`src/rtl/decode_rename_queue.sv`:
```
// Decode-to-rename instruction buffer: accepts up to two uops per cycle and presents
// the oldest two in order, absorbing rename back-pressure and flushing on recover.

package decode_rename_queue_pkg;
  typedef struct packed {
    logic        valid;
    logic [31:0] pc;
    logic [31:0] instr;
  } uop_bundle_t;
endpackage

module decode_rename_queue
  import decode_rename_queue_pkg::*;
#(
  parameter int unsigned DEPTH = 8,
  parameter int unsigned PTR_W = $clog2(DEPTH)
) (
  input  logic              i_clk,
  input  logic              i_rst,
  input  logic              i_recover,
  input  uop_bundle_t       i_inst0_in,
  input  uop_bundle_t       i_inst1_in,
  output logic              o_in_ready,
  output uop_bundle_t       o_inst0_out,
  output uop_bundle_t       o_inst1_out,
  input  logic              i_out_ready,
  output logic [PTR_W:0]    o_count
);

  uop_bundle_t      r_mem [DEPTH];
  logic [PTR_W-1:0] r_head;
  logic [PTR_W-1:0] r_tail;
  logic [PTR_W:0]   r_count;

  logic             w_in_ready;
  logic [1:0]       w_enq_n;
  logic [1:0]       w_deq_n;
  logic [PTR_W-1:0] w_head1;
  logic [PTR_W-1:0] w_tail1;

  // Pairs are never split, so one free slot is not enough to accept input.
  assign w_in_ready = (r_count <= (PTR_W+1)'(DEPTH - 2));
  assign w_head1    = r_head + PTR_W'(1);
  assign w_tail1    = r_tail + PTR_W'(1);

  always_comb begin
    w_enq_n = 2'd0;
    w_deq_n = 2'd0;
    if (!i_recover) begin
      if (w_in_ready) begin
        w_enq_n = {1'b0, i_inst0_in.valid} + {1'b0, i_inst1_in.valid};
      end
      if (i_out_ready) begin
        if (r_count >= (PTR_W+1)'(2)) begin
          w_deq_n = 2'd2;
        end else if (r_count != '0) begin
          w_deq_n = 2'd1;
        end
      end
    end
  end

  always_ff @(posedge i_clk) begin
    if (i_rst || i_recover) begin
      r_head  <= '0;
      r_tail  <= '0;
      r_count <= '0;
    end else begin
      r_head  <= r_head + PTR_W'(w_deq_n);
      r_tail  <= r_tail + PTR_W'(w_enq_n);
      r_count <= r_count + (PTR_W+1)'(w_enq_n) - (PTR_W+1)'(w_deq_n);
    end
  end

  // Storage needs no reset; occupancy alone decides what is visible.
  always_ff @(posedge i_clk) begin
    if (!i_rst) begin
      if (w_enq_n == 2'd2) begin
        r_mem[r_tail]  <= i_inst0_in;
        r_mem[w_tail1] <= i_inst1_in;
      end else if (w_enq_n == 2'd1) begin
        r_mem[r_tail]  <= i_inst0_in.valid ? i_inst0_in : i_inst1_in;
      end
    end
  end

  always_comb begin
    o_inst0_out = '0;
    o_inst1_out = '0;
    if (!i_recover) begin
      if (r_count != '0) begin
        o_inst0_out       = r_mem[r_head];
        o_inst0_out.valid = 1'b1;
      end
      if (r_count >= (PTR_W+1)'(2)) begin
        o_inst1_out       = r_mem[w_head1];
        o_inst1_out.valid = 1'b1;
      end
    end
  end

  assign o_in_ready = w_in_ready;
  assign o_count    = r_count;

`ifdef DEBUG
  always_ff @(posedge i_clk) begin
    if (!i_rst) begin
      assert (r_count <= (PTR_W+1)'(DEPTH));
      assert (!(w_enq_n != 2'd0 && !w_in_ready));
    end
  end
`endif

endmodule

```
`config.mk`:
```
export PLATFORM = sky130hd
export DESIGN_NAME = decode_rename_queue
export DESIGN_NICKNAME = d
export VERILOG_FILES = /design/src/rtl/decode_rename_queue.sv
export SDC_FILE = /design/constraint.sdc
export NUM_CORES = 1
export LEC_CHECK = 0
export CORE_MARGIN = 2
export CORE_UTILIZATION = 41
export DETAILED_ROUTE_END_ITERATION = 16
export MAX_ROUTING_LAYER = met4
export PLACE_DENSITY = 0.62
export SYNTH_ARGS = -nofsm -noshare
export SYNTH_HDL_FRONTEND = slang
export SYNTH_SLANG_ARGS = --single-unit
```
`constraint.sdc`:
```
create_clock -name i_clk -period 10 [get_ports i_clk]
set_input_delay 2 -clock i_clk [delete_from_list [all_inputs] [get_ports i_clk]]
set_output_delay 2 -clock i_clk [all_outputs]
set_load 0.05 [all_outputs]
```
Word level (Yosys, flattened, before mapping)
Memory sizes are Yosys's and may differ from the RTL's. A register that Yosys moved wholly into a read port is not among the register bits. Index checks and enable logic that the tools add are counted.

Memories: 1. Output and inout port bits: 135. Memory bits (writable): 520. Register bits: 10. Bits of input ports: 134. Logic and storage cells: 38.

Multiplexer cells: 20. Order comparisons: 2. Add/subtract/negate cells: 7. Reductions and logical operators: 2. Bitwise logic cells: 1. Equal/unequal tests: 2.

Memories: r_mem (words 8, bits a word 65, read ports 2, clocked after Yosys merged registers in 1, wr ports 2, RTL line 30) `uop_bundle_t r_mem [DEPTH];`.

Operators with widths (count): two-way mux 65 bit (6); two-way mux 2 bit (5); two-way mux 1 bit (8); adder 3 x 1 -> 3 bit, second input constant (2); adder 3 x 2 -> 3 bit (2); adder 4 x 2 -> 4 bit (1); greater-or-equal comparator 4 x 2 -> 1 bit, second input constant (1); less-or-equal comparator 4 x 3 -> 1 bit, second input constant (1); nonzero test 4 bit (1); subtractor 4 x 2 -> 4 bit (1); two-way mux 3 bit (1); adder 1 x 1 -> 2 bit (1); equality test 2 x 1 -> 1 bit, second input constant (1); equality test 2 bit, second input constant (1); logical OR 1 bit (1); OR 1 bit (1).

Longest topological paths before layout
Gate-level depths: netlist (run 1).

Depth after elaboration: 9. Depth in mapped cells: 14. Mapped depth without buffers: 13.

Worst setup path before layout (run 1)
Ideal clock, no wire load.

Kind: input to register. Start point: input port i_inst0_in[64] (netlist name). End point: memory r_mem[1][0] (netlist name), enable pin. Arrival: 7370 ps. Setup time: 575 ps. Setup slack: 2056 ps. Stages on the path: 4. Path buffers: 0. Data required time: 9425 ps. Path through: ha_1 xnor2_1 or3_1 o21ai_0.

RTL lines: start, declared (RTL line 21) `input uop_bundle_t i_inst0_in,`; end, declared (RTL line 30).

==> results of run 1 <==
-- flip-flops by register name (all words and copies together) (netlist names) --
name     flops
r_head       3
r_mem      512
r_tail       3
o_count      4
-- cell usage in the layout (no fill, tap or decap), types with 4 or more instances in the layout --
| cell | count |
|---|---|
| a21oi_1 | 65 |
| a22o_1 | 512 |
| and2_0 | 16 |
| and2_1 | 54 |
| buf_4 | 49 |
| bufinv_16 | 9 |
| clkbuf_1 | 13 |
| clkbuf_16 | 61 |
| clkdlybuf4s50_1 | 268 |
| clkinv_1 | 8 |
| clkinv_2 | 11 |
| dfxtp_1 | 7 |
| diode_2 | 12 |
| edfxtp_1 | 512 |
| fa_1 | 4 |
| ha_1 | 10 |
| inv_1 | 13 |
| mux2i_1 | 64 |
| mux4_2 | 256 |
| nand2_1 | 136 |
| nand2_4 | 8 |
| nor2_1 | 77 |
| o21ai_4 | 16 |
| or4_1 | 4 |
| xnor2_1 | 5 |
-- worst register-to-register path, delay by kind of cell, from the launching register on --
family                   cells  cell delay (ns)
AND/OR/NAND/NOR              3             1.62
buffers and inverters        3             1.34
AO/OA/AOI/OAI                1             0.56
flip-flops                   1             0.40
adder cells (fa/ha/maj)      1             0.23
-- metal layers --
| metal | track usage (%) | routed length (µm) | part of all wire, % | up-vias |
|---|---|---|---|---|
| met5 | - | 0 | 0 | - |
| met4 | 9.990 | 3349 | 3.1 | 0 |
| met3 | 6.268 | 11120 | 10 | 222 |
| met2 | 44.35 | 51040 | 48 | 1382 |
| met1 | 36.73 | 41820 | 39 | 11330 |
| li1 | - | - | - | 8706 |
-- worst paths after layout --
| path | startpoint | endpoint | slack, ns | depth (start not counted) |
|---|---|---|---|---|
| min | r_tail[2]$_SDFF_PP0_ | r_tail[2]$_SDFF_PP0_ | 0.66 | 2 |
| max | r_head[0]$_SDFF_PP0_ | o_inst1_out[46] | 2.97 | 6 |
| min reg2reg | r_tail[2]$_SDFF_PP0_ | r_tail[2]$_SDFF_PP0_ | 0.66 | 2 |
| max reg2reg | o_count[3]$_SDFF_PP0_ | r_mem[4][40]$_DFFE_PP_ | 5.46 | 8 |
-- per-stage QoR --
stage / setup slack (ns) / util (%) / hold slack (ns) / area [µm²] / instances
after global placement: 3.313 / 45.40 / 0.6277 / 33230 / 3064
after CTS: 2.809 / 48.09 / 0.6604 / 35210 / 3171
after global routing: 2.652 / 48.13 / 0.6974 / 35230 / 3182
final: 2.973 / 48.13 / 0.6597 / 35240 / 3183
after floorplan: 2.056 / - / 0.5785 / 30460 / 2122
after detailed placement: 3.182 / 45.40 / 0.6523 / 33230 / 3064
-- logic make-up (layout without fill, tap and decap cells) --
family	after synthesis	count (layout)	synth area share, %
other	0	12	0
AO/OA/AOI/OAI	597	597	16.35
AND/OR/NAND/NOR	312	312	4.662
adder cells (fa/ha/maj)	15	15	0.7146
multiplexers	320	320	21.03
flip-flops	522	522	51.13
XOR/XNOR	9	9	0.2588
buffers and inverters	347	437	5.857
-- power breakdown --
part,switching (µW),internal [µW],total [µW]
Clock,903,1340,2240
Sequential,18.9,2450,2470
Combinational,644,401,1050
-- final cells by class --
type / instances / area [µm²] / area share, %
Clock inverter: 33 / 395.4 / 1.122
Timing Repair Buffer: 317 / 3050 / 8.657
Antenna cell: 12 / 30.03 / 0.08522
Clock buffer: 74 / 1575 / 4.471
Sequential cell: 522 / 15590 / 44.23
Multi-Input combinational cell: 1253 / 13350 / 37.89
Tap cell: 959 / 1200 / 3.405
Inverter: 13 / 48.80 / 0.1385
==> impl_metrics.ini, run 1 <==
[logic_synthesis]
synth_area_leaders = edfxtp_1, mux4_2, a22o_1
synthFlopType = edfxtp_1
synth_top_area_share_pct = 50.47
synthArstFlopShare_pct = 0
yosysSeqAreaShare_pct = 51.13
ys_types = 41
yosysTopAreaCell = edfxtp_1
syn_avg_cell_area_um2 = 14.36
syn_nets = 2271
netlist_area_um2 = 30460
yosys_warnings = 0
yosys-top-cells-count = a22o_1, edfxtp_1, mux4_2
syn_inst = 2122
synth-edff-count = 512
ys_ff_latch = 522

[grt]
grt_pass1_wl_um = 154000
grt_usage_pct = 28.41
grt-ovfl-total = 0
grt_max_degree = 66
grt_pass1_vias = 22200
antenna_found_initial = 12

[drt]
wire_per_inst_um = 33.72
drtIter0Drc = 2521
wl_um = 107300
drtAntennaViolNets = 0
viasPerCell = 6.800
vias = 21640
drt_first_pass_iters = 5
drc = 0

[setup_path]
cp_num_buf_inv = 2
worstPathCellList = ha_4 -> buf_4 -> mux4_2 -> nand2_1 -> a21oi_1 -> clkdlybuf4s50_1
slowest_delay_ns = 0.93
slowest_stage = ha_4
cp.required_ns = 8.00
cp.arrival_ns = 5.03
start_kind = register
cp_top_family = buffers and inverters
end_kind = output pin
cp_max_fo = 50
setup.worst_path.class = register to output pin

[place]
hpwl_um = 57350
gp_congestion = 0.7978
numPortBuffers = 268

[finish]
fill_cells = 6237
areaGrowthSynthToFinish_pct = 15.66
finalNetCount = 2314
layout-drive-gt1-share_pct = 19.30

[floorplanning]
die_w_um = 276.6
design.core.area_um2 = 73210
die_area_um2 = 76500
rows = 99
die_height_um = 276.6
start_util_pct = 41.61
io_pins = 269

[timing]
finalCritPeriodShare_pct = 70.27
slew_headroom_pct = 16.08
fmax_ghz = 0.1423
max_slew.worst_pin.slew_ns = 1.254
rsz0062_at_grt = no
fin_setup_tns_ns = 0
skew_ns = 0.01160
hold_viol_final = 0
final-setup-viol-count = 0
min_period_ns = 7.027
maxSlewViolCount = 0

[job]
drv_cap = 0

[clock_tree]
cts_root_buf = clkbuf_16
clk_path_buf_depth = 3
postCtsSetupBuffers = 0
clock_latency_ns = 0.63
cts_num_sinks = 522
h-tree-depth = 2
cts_buffers = 58
clk_pin_slew_ns = 0.05
cts_resized = 0
hold_buffers = 0
cts_tree = done

[power_and_ir_drop]
finalPower_uw = 5758
leakage_uw = 0.01132
p_per_area_nw_per_um2 = 163.4
ir_worst_vdd_mv = 0.1227

[run_status]
status = completed

[hold_path]
min_path_type = register to register
No activity file was read; power rests on OpenSTA's default activity.
==> run 2, diff against run 1 <==
--- a/config.mk
+++ b/config.mk
@@ -9,7 +9,7 @@
 export CORE_UTILIZATION = 41
 export DETAILED_ROUTE_END_ITERATION = 16
 export MAX_ROUTING_LAYER = met4
-export PLACE_DENSITY = 0.62
+export PLACE_DENSITY = 0.64
 export SYNTH_ARGS = -nofsm -noshare
 export SYNTH_HDL_FRONTEND = slang
 export SYNTH_SLANG_ARGS = --single-unit
==> constraint.sdc (replaced) <==
create_clock -name i_clk -period 5.7 [get_ports i_clk]
set_input_delay 1.14 -clock i_clk [delete_from_list [all_inputs] [get_ports i_clk]]
set_output_delay 1.14 -clock i_clk [all_outputs]
set_load 0.05 [all_outputs]
==> run 2 against run 1 <==
  * Count of clock-buffer cells in the layout down 1
  * Register-to-register slack worse by 3.5 ns
  * Sequential cell count unchanged
  * Hold slack better by 0.00078 ns
  * Design area down 0.18%
  * Total power up 67%
  * Critical path depth down 2
==> impl_metrics.ini, run 2 (synthesized netlist as in run 1, its figures left out) <==
[drt]
drt_first_pass_iters = 5
drtIter0Drc = 2531
viasPerCell = 6.830
drtAntennaViolNets = 0
wire_per_inst_um = 32.92
vias = 21740
drc = 0
wl_um = 104800

[clock_tree]
clk_pin_slew_ns = 0.06
h-tree-depth = 2
cts_num_sinks = 522
cts_buffers = 55
cts_root_buf = clkbuf_16
cts_tree = done
hold_buffers = 0
postCtsSetupBuffers = 0
clock_latency_ns = 0.62
clk_path_buf_depth = 3
cts_resized = 0

[timing]
slew_headroom_pct = 19.28
max_slew.worst_pin.slew_ns = 1.211
rsz0062_at_grt = no
maxSlewViolCount = 0
skew_ns = 0.02478
finalCritPeriodShare_pct = 93.28
fmax_ghz = 0.1881
final-setup-viol-count = 0
min_period_ns = 5.317
fin_setup_tns_ns = 0
hold_ws_ns = 0.6605
hold_viol_final = 0

[finish]
layout_common_cells = a22o_1, edfxtp_1, clkdlybuf4s50_1
layout-drive-gt1-share_pct = 18.72
finalNetCount = 2318
largest_reg_flops = 512
areaGrowthSynthToFinish_pct = 15.45
regMostFlops = r_mem

[setup_path]
cp.required_ns = 4.56
setup.worst_path.class = input port to output pin
slowest_delay_ns = 0.90
crit_top_cell = clkdlybuf4s50_1
cp.arrival_ns = 4.18
worstPathCellList = clkdlybuf4s50_1 -> nand2b_4 -> a21oi_1 -> clkdlybuf4s50_1
cp_top_family = buffers and inverters
slowest_stage = clkdlybuf4s50_1
start_kind = input port
cp_num_buf_inv = 2
end_kind = output pin
cp_max_fo = 62

[floorplanning]
io_pins = 269
rows = 99
die_w_um = 276.6
die_area_um2 = 76500
design.core.area_um2 = 73210
die_height_um = 276.6
start_util_pct = 41.61

[power_and_ir_drop]
finalPower_uw = 9637
leakage_uw = 0.01125
p_per_area_nw_per_um2 = 274.0
ir_worst_vdd_mv = 0.2256

[job]
drv_cap = 0

[grt]
antenna_found_initial = 13
grt-ovfl-total = 0
grt_max_degree = 143
grt_usage_pct = 27.52
grt_pass1_vias = 22490
grt_pass1_wl_um = 150400

[place]
hpwl_um = 55060
numPortBuffers = 268
gp_congestion = 0.8146

[hold_path]
min_path_type = register to register

[run_status]
status = completed
==> run 2: cell count changes in the layout (fill, tap and decap cells not counted), sizes merged <==
cell	previous run	this run
bufinv	9	2
clkbuf	74	73
clkinv	20	23
buf	49	56
clkinvlp	3	0
diode	12	13
==> run 2: metal layers <==
layer  track usage, %  share of wire, %
met1            35.18                38
met2            43.03                48
met3            6.699                11
met4            9.486               3.3
met5                -                 0
==> run 2: stage by stage <==
| stage | setup WS (ns) | instances | cell area [µm²] | util [%] |
|---|---|---|---|---|
| after CTS | 0.4111 | 3170 | 35140 | 48.00 |
| after global routing | 0.2492 | 3182 | 35170 | 48.04 |
| after floorplan | -1.533 | 2122 | 30460 | - |
| final | 0.3831 | 3183 | 35170 | 48.04 |
| after global placement | 0.4351 | 3071 | 33480 | 45.73 |
| after detailed placement | 0.4166 | 3071 | 33480 | 45.73 |
==> run 2: final cells by class <==
cell class | instances | area, µm²
clock inverter | 26 | 171.4
timing repair buffer | 324 | 3303
antenna | 13 | 32.53
sequential | 522 | 15590
clock buffer | 73 | 1486
fill | 6193 | 38040
multi-input combinational | 1253 | 13340
inverter | 13 | 48.80
tap | 959 | 1200
==> run 2: final timing paths <==
| path | start | cells past startpoint | slack (ns) | end |
|---|---|---|---|---|
| min reg2reg | r_tail[2]$_SDFF_PP0_ | 2 | 0.66 | r_tail[2]$_SDFF_PP0_ |
| max | i_recover | 4 | 0.38 | o_inst1_out[20] |
| min | r_tail[2]$_SDFF_PP0_ | 2 | 0.66 | r_tail[2]$_SDFF_PP0_ |
| max reg2reg | o_count[2]$_SDFF_PP0_ | 13 | 1.96 | o_count[3]$_SDFF_PP0_ |
==> run 2: power by group <==
group	internal, µW	total, µW	switching (µW)
logic	718	1880	1160
clock network	1910	3430	1520
registers	4300	4330	26.4
==> run 2: worst register-to-register path: cells and delay by family (launching register included) <==
kind	cells	cell delay, ns
flops	1	0.34
buf+inv	3	0.38
compound gates	2	0.35
fa+ha+maj	3	0.96
xor+xnor	1	0.13
simple gates	4	1.46
